### src/rtl/bkm_pkg.sv
// Shared definitions for the BKM iteration sequencer.
//   state_e    : sequencer FSM states
//   DIG_*      : signed-digit encodings used on step_d_n
//   MODE_*     : operation mode (E = exponential, L = logarithm)
//   dig_neg()  : negate an encoded digit
package bkm_pkg;

  typedef enum logic [1:0] {
    ST_IDLE = 2'd0,
    ST_ITER = 2'd1,
    ST_LAST = 2'd2,
    ST_DONE = 2'd3
  } state_e;

  localparam logic [1:0] DIG_P1 = 2'b01;
  localparam logic [1:0] DIG_Z  = 2'b00;
  localparam logic [1:0] DIG_M1 = 2'b11;

  localparam logic MODE_E = 1'b0;
  localparam logic MODE_L = 1'b1;

  function automatic logic [1:0] dig_neg(input logic [1:0] d);
    logic [1:0] r;
    case (d)
      DIG_P1:  r = DIG_M1;
      DIG_M1:  r = DIG_P1;
      default: r = DIG_Z;
    endcase
    return r;
  endfunction

endpackage

### src/rtl/bkm_digit_sel.sv
// Combinational BKM digit selection.
//   operand : W-bit two's complement operand feeding the decision
//   mode    : MODE_E or MODE_L; L-mode negates the chosen digit
//   digit   : encoded digit (DIG_P1 / DIG_Z / DIG_M1)
// The decision looks only at the top three bits of the operand, read as a
// signed value t: t >= 1 -> +1, t in {0,-1} -> 0, t <= -2 -> -1.
module bkm_digit_sel
  import bkm_pkg::*;
#(
  parameter int W = 8
) (
  input  logic signed [W-1:0] operand,
  input  logic                mode,
  output logic [1:0]          digit
);

  logic signed [2:0] t;
  logic [1:0]        raw;
  logic              unused_lsbs;

  assign t           = operand[W-1:W-3];
  assign unused_lsbs = ^operand[W-4:0];

  always_comb begin
    raw = DIG_Z;
    if (t >= 3'sd1) begin
      raw = DIG_P1;
    end else if (t <= -3'sd2) begin
      raw = DIG_M1;
    end
  end

  assign digit = (mode == MODE_L) ? dig_neg(raw) : raw;

endmodule

### src/rtl/bkm_iter_ctrl.sv
// Folded-iteration sequencer for a single registered bkm_step instance.
// Accepts an operation in IDLE, runs N step iterations (ITER), captures the
// final step outputs (LAST) and pulses done for one enabled cycle (DONE).
//   clk, arst, srst, enable        : clock, async reset, sync reset, clock enable
//   start, mode_in, format_in      : operation request and its attributes
//   X0/Y0/u0/v0                    : initial operands
//   X_fb/Y_fb/u_fb/v_fb            : registered step outputs (1 cycle after step_ena)
//   busy, done                     : status; done is a one-cycle result strobe
//   step_ena/mode/format/n/d_n     : controls driven to bkm_step and its LUT
//   op_X/op_Y/op_u/op_v            : operands presented to bkm_step
//   X_res/Y_res/u_res/v_res        : final results, held until the next done
module bkm_iter_ctrl
  import bkm_pkg::*;
#(
  parameter int W     = 8,
  parameter int LOG2W = 3,
  parameter int N     = 8,
  parameter int LOG2N = 3
) (
  input  logic                    clk,
  input  logic                    arst,
  input  logic                    srst,
  input  logic                    enable,
  input  logic                    start,
  input  logic                    mode_in,
  input  logic [1:0]              format_in,
  input  logic signed [W-1:0]     X0,
  input  logic signed [W-1:0]     Y0,
  input  logic signed [W-1:0]     u0,
  input  logic signed [W-1:0]     v0,
  input  logic signed [W-1:0]     X_fb,
  input  logic signed [W-1:0]     Y_fb,
  input  logic signed [W-1:0]     u_fb,
  input  logic signed [W-1:0]     v_fb,
  output logic                    busy,
  output logic                    done,
  output logic                    step_ena,
  output logic                    step_mode,
  output logic [1:0]              step_format,
  output logic [LOG2N-1:0]        step_n,
  output logic [3:0]              step_d_n,
  output logic signed [W-1:0]     op_X,
  output logic signed [W-1:0]     op_Y,
  output logic signed [W-1:0]     op_u,
  output logic signed [W-1:0]     op_v,
  output logic signed [W-1:0]     X_res,
  output logic signed [W-1:0]     Y_res,
  output logic signed [W-1:0]     u_res,
  output logic signed [W-1:0]     v_res
);

  if (LOG2W != $clog2(W)) begin : g_bad_log2w
    $error("bkm_iter_ctrl: LOG2W must equal clog2(W)");
  end
  if (LOG2N < $clog2(N)) begin : g_bad_log2n
    $error("bkm_iter_ctrl: LOG2N too small for N");
  end

  state_e                state, state_nxt;
  logic [LOG2N-1:0]      n;
  logic                  mode_r;
  logic [1:0]            fmt_r;
  logic signed [W-1:0]   x_init, y_init, u_init, v_init;
  logic                  use_fb;
  logic signed [W-1:0]   sel_dx, sel_dy;
  logic [1:0]            dig_x, dig_y;

  always_ff @(posedge clk or posedge arst) begin
    if (arst) begin
      state <= ST_IDLE;
    end else if (enable) begin
      if (srst) begin
        state <= ST_IDLE;
      end else begin
        state <= state_nxt;
      end
    end
  end

  always_comb begin
    state_nxt = state;
    busy      = 1'b1;
    done      = 1'b0;
    step_ena  = 1'b0;
    case (state)
      ST_IDLE: begin
        busy = 1'b0;
        if (start) state_nxt = ST_ITER;
      end
      ST_ITER: begin
        step_ena = 1'b1;
        if (n == LOG2N'(N - 1)) state_nxt = ST_LAST;
      end
      ST_LAST: state_nxt = ST_DONE;
      ST_DONE: begin
        done      = 1'b1;
        state_nxt = ST_IDLE;
      end
      default: state_nxt = ST_IDLE;
    endcase
  end

  // Operation capture, iteration counter and result capture
  always_ff @(posedge clk or posedge arst) begin
    if (arst) begin
      n      <= '0;
      mode_r <= MODE_E;
      fmt_r  <= '0;
      x_init <= '0;
      y_init <= '0;
      u_init <= '0;
      v_init <= '0;
      X_res  <= '0;
      Y_res  <= '0;
      u_res  <= '0;
      v_res  <= '0;
    end else if (enable) begin
      if (srst) begin
        n      <= '0;
        mode_r <= MODE_E;
        fmt_r  <= '0;
        x_init <= '0;
        y_init <= '0;
        u_init <= '0;
        v_init <= '0;
        X_res  <= '0;
        Y_res  <= '0;
        u_res  <= '0;
        v_res  <= '0;
      end else begin
        case (state)
          ST_IDLE: begin
            if (start) begin
              n      <= '0;
              mode_r <= mode_in;
              fmt_r  <= format_in;
              x_init <= X0;
              y_init <= Y0;
              u_init <= u0;
              v_init <= v0;
            end
          end
          ST_ITER: n <= n + LOG2N'(1);
          ST_LAST: begin
            X_res <= X_fb;
            Y_res <= Y_fb;
            u_res <= u_fb;
            v_res <= v_fb;
          end
          default: ;
        endcase
      end
    end
  end

  // Operand mux: iteration 0 uses the captured operands, later iterations
  // take the step feedback; outside ITER the captured values are shown.
  assign use_fb = (state == ST_ITER) && (n != '0);
  assign op_X   = use_fb ? X_fb : x_init;
  assign op_Y   = use_fb ? Y_fb : y_init;
  assign op_u   = use_fb ? u_fb : u_init;
  assign op_v   = use_fb ? v_fb : v_init;

  // E-mode decides on (u,v), L-mode on (Y,X)
  assign sel_dx = (mode_r == MODE_L) ? op_Y : op_u;
  assign sel_dy = (mode_r == MODE_L) ? op_X : op_v;

  bkm_digit_sel #(.W(W)) u_dig_x (
    .operand (sel_dx),
    .mode    (mode_r),
    .digit   (dig_x)
  );

  bkm_digit_sel #(.W(W)) u_dig_y (
    .operand (sel_dy),
    .mode    (mode_r),
    .digit   (dig_y)
  );

  assign step_d_n    = (state == ST_ITER) ? {dig_x, dig_y} : 4'b0000;
  assign step_n      = n;
  assign step_mode   = mode_r;
  assign step_format = fmt_r;

endmodule

### config.mk
export PLATFORM = sky130hd
export DESIGN_NAME = bkm_iter_ctrl
export DESIGN_NICKNAME = d
export VERILOG_FILES = /design/src/rtl/bkm_pkg.sv /design/src/rtl/bkm_digit_sel.sv /design/src/rtl/bkm_iter_ctrl.sv
export SDC_FILE = /design/constraint.sdc
export NUM_CORES = 1
export LEC_CHECK = 0
export CORE_UTILIZATION = 47
export DETAILED_ROUTE_END_ITERATION = 8
export MAX_ROUTING_LAYER = met4
export PLACE_DENSITY = 0.86
export SLEW_MARGIN = 40
export SYNTH_ARGS = -nofsm -noshare
export SYNTH_HDL_FRONTEND = slang
export SYNTH_SLANG_ARGS = --single-unit
### constraint.sdc
create_clock -name clk -period 4.31 [get_ports clk]
set_clock_uncertainty 0.2 [all_clocks]
set_input_delay 0.431 -clock clk [delete_from_list [all_inputs] [get_ports clk]]
set_output_delay 0.431 -clock clk [all_outputs]
set_load 0.01 [all_outputs]
-- After elaboration in Yosys (flattened, before gate mapping)
Cells that the tools add are included.
- magnitude comparators: 4
- equal/unequal tests: 10
- reduce and logical (&&, ||, !) cells: 11
- muxes and demuxes: 51
- $add $sub $neg: 1
- operator list (kind ; number):
    8-bit 2-to-1 mux ; 26
    2-bit 2-to-1 mux ; 12
    3-bit AND reduction ; 3
    2-bit equality test, second input constant ; 4
    2-bit one-hot mux with 2 select lines ; 2
    2-bit one-hot mux with 4 select lines ; 1
    2-bit by 1-bit equality test with 1-bit output, second input constant ; 3
    3-bit by 2-bit greater-or-equal comparator with 1-bit output, second input constant ; 2
    3-bit by 2-bit less-or-equal comparator with 1-bit output, second input constant ; 2
    1-bit 2-to-1 mux ; 6
    3-bit 2-to-1 mux ; 2
    3-bit inequality test, second input constant ; 2
    3-bit one-hot mux with 2 select lines ; 1
    2-bit nonzero test ; 3
    3-bit nonzero test ; 2
    4-bit 2-to-1 mux ; 1
    3-bit by 1-bit adder with 3-bit output, second input constant ; 1
    3-bit equality test, second input constant ; 1
    2-bit logical NOT ; 1
    2-bit AND reduction ; 1
    1-bit logical AND ; 1
- output and inout port bits: 77
- register bits after elaboration: 72

-- Longest topological paths before layout
Gate-level depths: netlist (run 1).
- depth after elaboration: 11
- depth in mapped cells: 8

-- Modules after synthesis
From an unflattened synthesis (run 1), not the netlist that was laid out.
- cell total of the unflattened synthesis: 370
- area total of the unflattened synthesis: 4115.2 um2
- modules (own cells, without submodules) (module ; instances ; area an instance (um2) ; cells an instance):
    bkm_iter_ctrl ; 1 ; 4042.6 ; 358
    bkm_digit_sel ; 2 ; 36.3 ; 6

-- Worst setup path after synthesis (run 1)
No wires, ideal clock.
- path kind: register to output
- from: reg n[0] (netlist: step_n[0])
- to: out step_d_n[2]
- stages on the path, launching flop included: 9
- buffers on the path: 1
- data arrival time: 2.000 ns
- slack: 1.679 ns
- cell sequence: dfrtp_1 -> inv_1 -> ha_1 -> inv_1 -> o21ai_2 -> buf_6 -> mux4_2 -> and2_4 -> a211oi_1
- word-level cells in the longest chain between the ends: 11
- elaborated cells on any way between the ends: 14
- those cells by class: order compare: 2; eq/ne: 2; mux: 8; reduce/logical: 2
- ends and longest elaborated chain (item ; line ; RTL):
    start: declaration ; bkm_iter_ctrl.sv:60 ; logic [LOG2N-1:0] n;
    start signal: assignment ; bkm_iter_ctrl.sv:143 ; ST_ITER: n <= n + LOG2N'(1);
    3-bit nonzero test * ; bkm_iter_ctrl.sv:158 ; assign use_fb = (state == ST_ITER) && (n != '0);
    1-bit logical AND * ; bkm_iter_ctrl.sv:158 ;
    8-bit 2-to-1 mux, on equally long branches ; bkm_iter_ctrl.sv:161, bkm_iter_ctrl.sv:160 ;
    8-bit 2-to-1 mux * ; bkm_iter_ctrl.sv:165 ; assign sel_dx = (mode_r == MODE_L) ? op_Y : op_u;
    3-bit by 2-bit less-or-equal comparator with 1-bit output ; bkm_digit_sel.sv:28 ; end else if (t <= -3'sd2) begin
    2-bit 2-to-1 mux ; bkm_digit_sel.sv:28 ;
    2-bit 2-to-1 mux * ; bkm_digit_sel.sv:26 ; if (t >= 3'sd1) begin
    2-bit equality test / 2-bit by 1-bit equality test with 1-bit output (equally long branches) ; bkm_pkg.sv:24 ; case (d)
    2-bit one-hot mux with 2 select lines ; bkm_pkg.sv:24 ;
    2-bit 2-to-1 mux * ; bkm_digit_sel.sv:33 ; assign digit = (mode == MODE_L) ? dig_neg(raw) : raw;
    4-bit 2-to-1 mux * ; bkm_iter_ctrl.sv:180 ; assign step_d_n = (state == ST_ITER) ? {dig_x, dig_y} : 4'b0000;
    end: declaration ; bkm_iter_ctrl.sv:41 ; output logic [3:0] step_d_n,
Every way passes the cells marked *; elsewhere a longest branch is shown, timed or not.

-- Worst setup path after layout (run 1)
Same ends and word-level chain as after synthesis.

==> metrics.cfg, run 1 <==
[worst_hold_path]
hold_path.class = reg2reg

[power_and_ir_drop]
irDropWorstVdd_mv = 0.269
p_leak_uw = 0.00239
power.density_nw_per_um2 = 472

[synth]
yosysSeqAreaShare_pct = 49.2
syn-num-nets = 471
synth_top_family_by_area = simple AND/OR/NAND/NOR gates
synth-compound-area-share_pct = 11.4
yosysTopAreaCellShare_pct = 49.2
synthFlopType = dfrtp_1
synth_edf_count = 0
synth-seq-cells = 72
muxShareOfSynthArea_pct = 13.8
yosys.area_share.xor_xnor_pct = 0
synth-adder-area-share_pct = 2.39
synth_area_leader_cell = dfrtp_1
synth_cell_type_count = 25
synth_area_leaders = dfrtp_1, nand2_1, o21ai_0
synthTopCellsByCount = nand2_1, o21ai_0, dfrtp_1
yosysMostFrequentCell = nand2_1
synth_cells = 392
avgSynthCellArea_um2 = 9.34
synth_warnings = 0
synthSimpleGateAreaFrac_pct = 19.1
synthArstFlopShare_pct = 100
mappedNetlistArea_um2 = 3660

[sta]
max_slew_margin_pct = 56.0
worst_pin_slew_ns = 0.659
fmax_mhz = 258
fin_crit_ns = 3.88
setup_slack_ns = 0.435
timing.hold.ws_ns = 0.282
finalSetupViolCount = 0
fin_crit_sh_pct = 89.9
tns_ns = 0
rsz0062_at_grt = no
hold_viol = 0
drv_slew = 0

[clocking]
cts-htree-levels = 3
path_clk_slew_ns = 0.07
ctsResizeCount = 0
post_cts_buffers = 0
cts_buffers = 9
insertion_delay_ns = 0.34
cts.sinks = 72
cts_hold_buf = 0
tritoncts = built
cts_root_buf = clkbuf_8
clock_path_buffers = 2

[routing]
ant_nets = 0
drt-initial-drc-count = 177
drc = 0
via_per_inst = 5.24
vias = 3328
routedWlPerCell_um = 16.3
drt_first_pass_iters = 6
routed_wl_um = 10400

[floorplanning]
die-area_um2 = 8150
ioPinCount = 149
core_um2 = 7410
rows = 31
die_width_um = 90.3
initial_core_util_pct = 49.4
die_y_um = 90.3

[critical_path]
crit_path_end_kind = output pin
path_max_fanout = 15
required_ns = 3.68
worst-setup-path-type = reg2out
startpoint_type = flop
critPathMaxStageDelay_ns = 0.69
crit_top_cell = inv_1
cp_slowest_cell = mux4_1
critical_path.cell_chain = inv_1 -> ha_1 -> inv_1 -> o21ai_4 -> mux4_1 -> and2_4 -> a211oi_1 -> clkdlybuf4s50_1
worstPathArrival_ns = 3.24

[finish]
finish.utilization_pct = 74.0
final_nets = 610
regArea_um2 = 1800
fin_cells = 635
fill_cells = 549
multi_input_area_um2 = 1740
syn2layout_area_growth_pct = 49.7
diodes = 0
drive_gt1_share_pct = 11.4

[placement]
place_hpwl_um = 7710
dp_cells = 619
gp_congestion = 0.818
port_buffers = 148
pre_cts_ws_ns = 0.831

[global_routing]
grt_pass1_vias = 3370
grt_use_total_pct = 27.3
overflow = 0
grt_pass1_wl_um = 16800
antenna_found_initial = 0
grt_max_degree = 71

[run]
maxCapViolations = 0

[run_status]
run_status = finished, final reports clean

[final timing paths]
check	from	to	slack (ns)	cells after the start
hold reg to reg	y_init[1]	y_init[1]	0.28	2
setup / recovery	step_n[0]	step_d_n[2]	0.43	8
min in group asynchronous	arst	v_res[0]	0.30	2
setup reg to reg	state[0]	x_init[7]	2.28	7
max in group asynchronous	arst	x_init[5]	2.64	3
hold / removal	y_init[1]	y_init[1]	0.28	2
[cells in the final DEF, fill, tap and decap left out, drive strengths merged, types with 6 or more instances in the layout]
master         netlist  routed
dfrtp               72      72
mux2                32      32
mux4                 6       6
clkbuf              20      12
inv                 10      11
nand2b              31      31
buf                  6       6
nand2              113     113
o21ai               76      76
clkdlybuf4s50        0     148
ha                   7       7
[logic make-up after synthesis]
logic type / after synthesis
AND/OR/NAND/NOR: 159
multiplexers: 38
adder cells (fa/ha/maj): 7
flip-flops: 72
buffers and inverters: 36
AO/OA/AOI/OAI: 80
[worst max-delay path: cells and delay by family, from the launching register on]
family                     cells  cell delay (ns)
adders and majority gates      1             0.15
AOI/OAI and AO/OA              2             0.72
DFF                            1             0.42
and+or+nand+nor                1             0.20
muxes                          1             0.69
buffers and inverters          3             0.73
[report_power, final]
part / switching [uW] / internal, uW
logic: 456 / 549
registers: 97.4 / 816
clock network: 251 / 419
total: 805 / 1780
[per-layer routing]
| metal | track usage, % | share of wire (%) |
|---|---|---|
| met4 | 14.2 | 3.7 |
| met1 | 34.4 | 40 |
| met2 | 42.6 | 50 |
| met5 | - | 0 |
| met3 | 4.46 | 6.2 |
[metrics by stage]
stage | total power [uW] | cell area [um^2]
after floorplan | 1380 | 3660
after global placement | 1890 | 5220
after detailed placement | 1930 | 5230
after CTS | 2600 | 5480
after global routing | 2720 | 5480
final | 2590 | 5480
[registers in the layout (all words and copies together) (netlist names)]
register     count
X_res            8
Y_res            8
state            2
step_format      2
step_mode        1
step_n           3
u_init           8
u_res            8
v_init           8
v_res            8
x_init           8
y_init           8
[area by class of cell]
cell class,count,share of cell area (%)
timing repair buffer,154,27.8
sequential,72,32.9
tap,99,2.26
clock buffer,12,2.83
multi-input combinational,284,31.7
inverter,10,0.685
clock inverter,4,1.80
(Power assumes the default switching activity.)
==> run 2: changes to the inputs <==
Settings changed: CORE_UTILIZATION 47 to 48, CTS_BUF_LIST set to sky130_fd_sc_hd__clkbuf_4 sky130_fd_sc_hd__clkbuf_8, PLACE_DENSITY 0.86 to 0.88, SLEW_MARGIN 40 to 30.
==> run 2 against run 1 <==
  * Utilization rose by 0.31 points
  * Clock power fell by 11%
  * Non-clock buffer count did not move
  * Register-to-register slack got worse by 0.11 ns
  * Sequential share of layout area rose by 0.21 points
  * Count of clock-buffer cells in the layout fell by 2
  * Global-route usage rose by 1.2 points
  * Fmax rose by 3.6%
==> metrics.cfg, run 2 (synthesis results as in run 1) <==
[clocking]
cts_root_buf = clkbuf_8
clock_path_buffers = 2
insertion_delay_ns = 0.35
cts_hold_buf = 0
tritoncts = built
cts_buffers = 9
ctsResizeCount = 0
post_cts_buffers = 0
cts.sinks = 72
cts-htree-levels = 3
path_clk_slew_ns = 0.08

[sta]
hold_viol = 0
fin_crit_ns = 3.74
tns_ns = 0
rsz0062_at_grt = no
drv_slew = 0
worst_pin_slew_ns = 0.609
fin_crit_sh_pct = 86.8
fmax_mhz = 267
max_slew_margin_pct = 59.4
timing.hold.ws_ns = 0.259
finalSetupViolCount = 0

[global_routing]
overflow = 0
grt_pass1_vias = 3350
grt_pass1_wl_um = 16300
grt_use_total_pct = 28.5
grt_max_degree = 71
antenna_found_initial = 0

[routing]
via_per_inst = 5.27
drt-initial-drc-count = 288
vias = 3341
routedWlPerCell_um = 16.6
routed_wl_um = 10500
drc = 0
drt_first_pass_iters = 4
ant_nets = 0

[placement]
place_hpwl_um = 7770
gp_congestion = 0.842
port_buffers = 148

[floorplanning]
die_width_um = 89.3
die-area_um2 = 7980
ioPinCount = 149
die_y_um = 89.3
rows = 31
core_um2 = 7330
initial_core_util_pct = 49.9

[run_status]
run_status = finished, final reports clean

[critical_path]
crit-reg2reg-launch = state[0]
worstSetupStartpoint = step_n[0]
reg2regPathDepth = 5
critical_path.cell_chain = inv_1 -> ha_1 -> inv_1 -> o21ai_4 -> mux4_1 -> and2_4 -> a211oi_1 -> clkdlybuf4s50_1
worst-setup-path-type = reg2out
cp_slowest_cell = mux4_1
path_max_fanout = 14
worstPathArrival_ns = 3.11
required_ns = 3.68
startpoint_type = flop
critPathMaxStageDelay_ns = 0.67
crit_top_cell = inv_1
crit_path_end_kind = output pin

[finish]
final_common_cell = clkdlybuf4s50_1
final_cell_mix = clkdlybuf4s50_1, nand2_1, o21ai_0
drive_gt1_share_pct = 11.4
final_nets = 610
syn2layout_area_growth_pct = 48.8
finish.utilization_pct = 74.3
diodes = 0

[power_and_ir_drop]
power.density_nw_per_um2 = 464
p_leak_uw = 0.00238
irDropWorstVdd_mv = 0.270
total_power_uw = 2530

[worst_hold_path]
hold_path.class = in2async

[run]
maxCapViolations = 0

==> run 2: critical path, delay by kind of cell (launching register included) <==
kind / cells / cell delay (ns)
adder cells (fa/ha/maj): 1 / 0.14
buffers and inverters: 3 / 0.71
AO/OA/AOI/OAI: 2 / 0.63
AND/OR/NAND/NOR: 1 / 0.19
multiplexers: 1 / 0.67
flip-flops: 1 / 0.43
==> run 2: worst paths after layout <==
check / to / slack (ns)
worst max-delay path: step_d_n[2] / 0.57
worst min-delay path: X_res[2] / 0.26
worst max register to register: Y_res[1] / 2.17
worst min register to register: v_init[3] / 0.28
max in group asynchronous: v_init[2] / 2.64
min in group clk: v_init[3] / 0.28
==> run 2: power by group <==
group | internal, uW | switching, uW | total, uW
combinational | 549 | 464 | 1010
clock | 338 | 261 | 599
sequential | 815 | 98.8 | 914
total | 1700 | 823 | 2530
==> run 2: layout make-up <==
| class | count | area [um^2] |
|---|---|---|
| tap | 99 | 124 |
| clock buffer | 10 | 138 |
| inverter | 10 | 37.5 |
| timing repair buffer | 154 | 1530 |
| fill | 502 | 1880 |
| clock inverter | 5 | 81.3 |
| multi-input combinational | 284 | 1740 |
| sequential | 72 | 1800 |
==> run 2: through the flow <==
step	instances	cell area [um^2]	worst slack, ns
2_1_floorplan	392	3660	1.68
3_3_place_gp	619	5220	0.966
3_5_place_dp	619	5230	0.937
4_1_cts	634	5450	0.571
5_1_grt	634	5450	0.446
6_report	634	5450	0.569
==> run 2: per-layer routing <==
metal,track usage (%),wire length [um],vias to the layer above
li1,-,-,1580
met1,35.7,4390,1591
met2,45.2,5170,145
met3,4.99,703,25
met4,13.3,280,0
met5,-,0,-
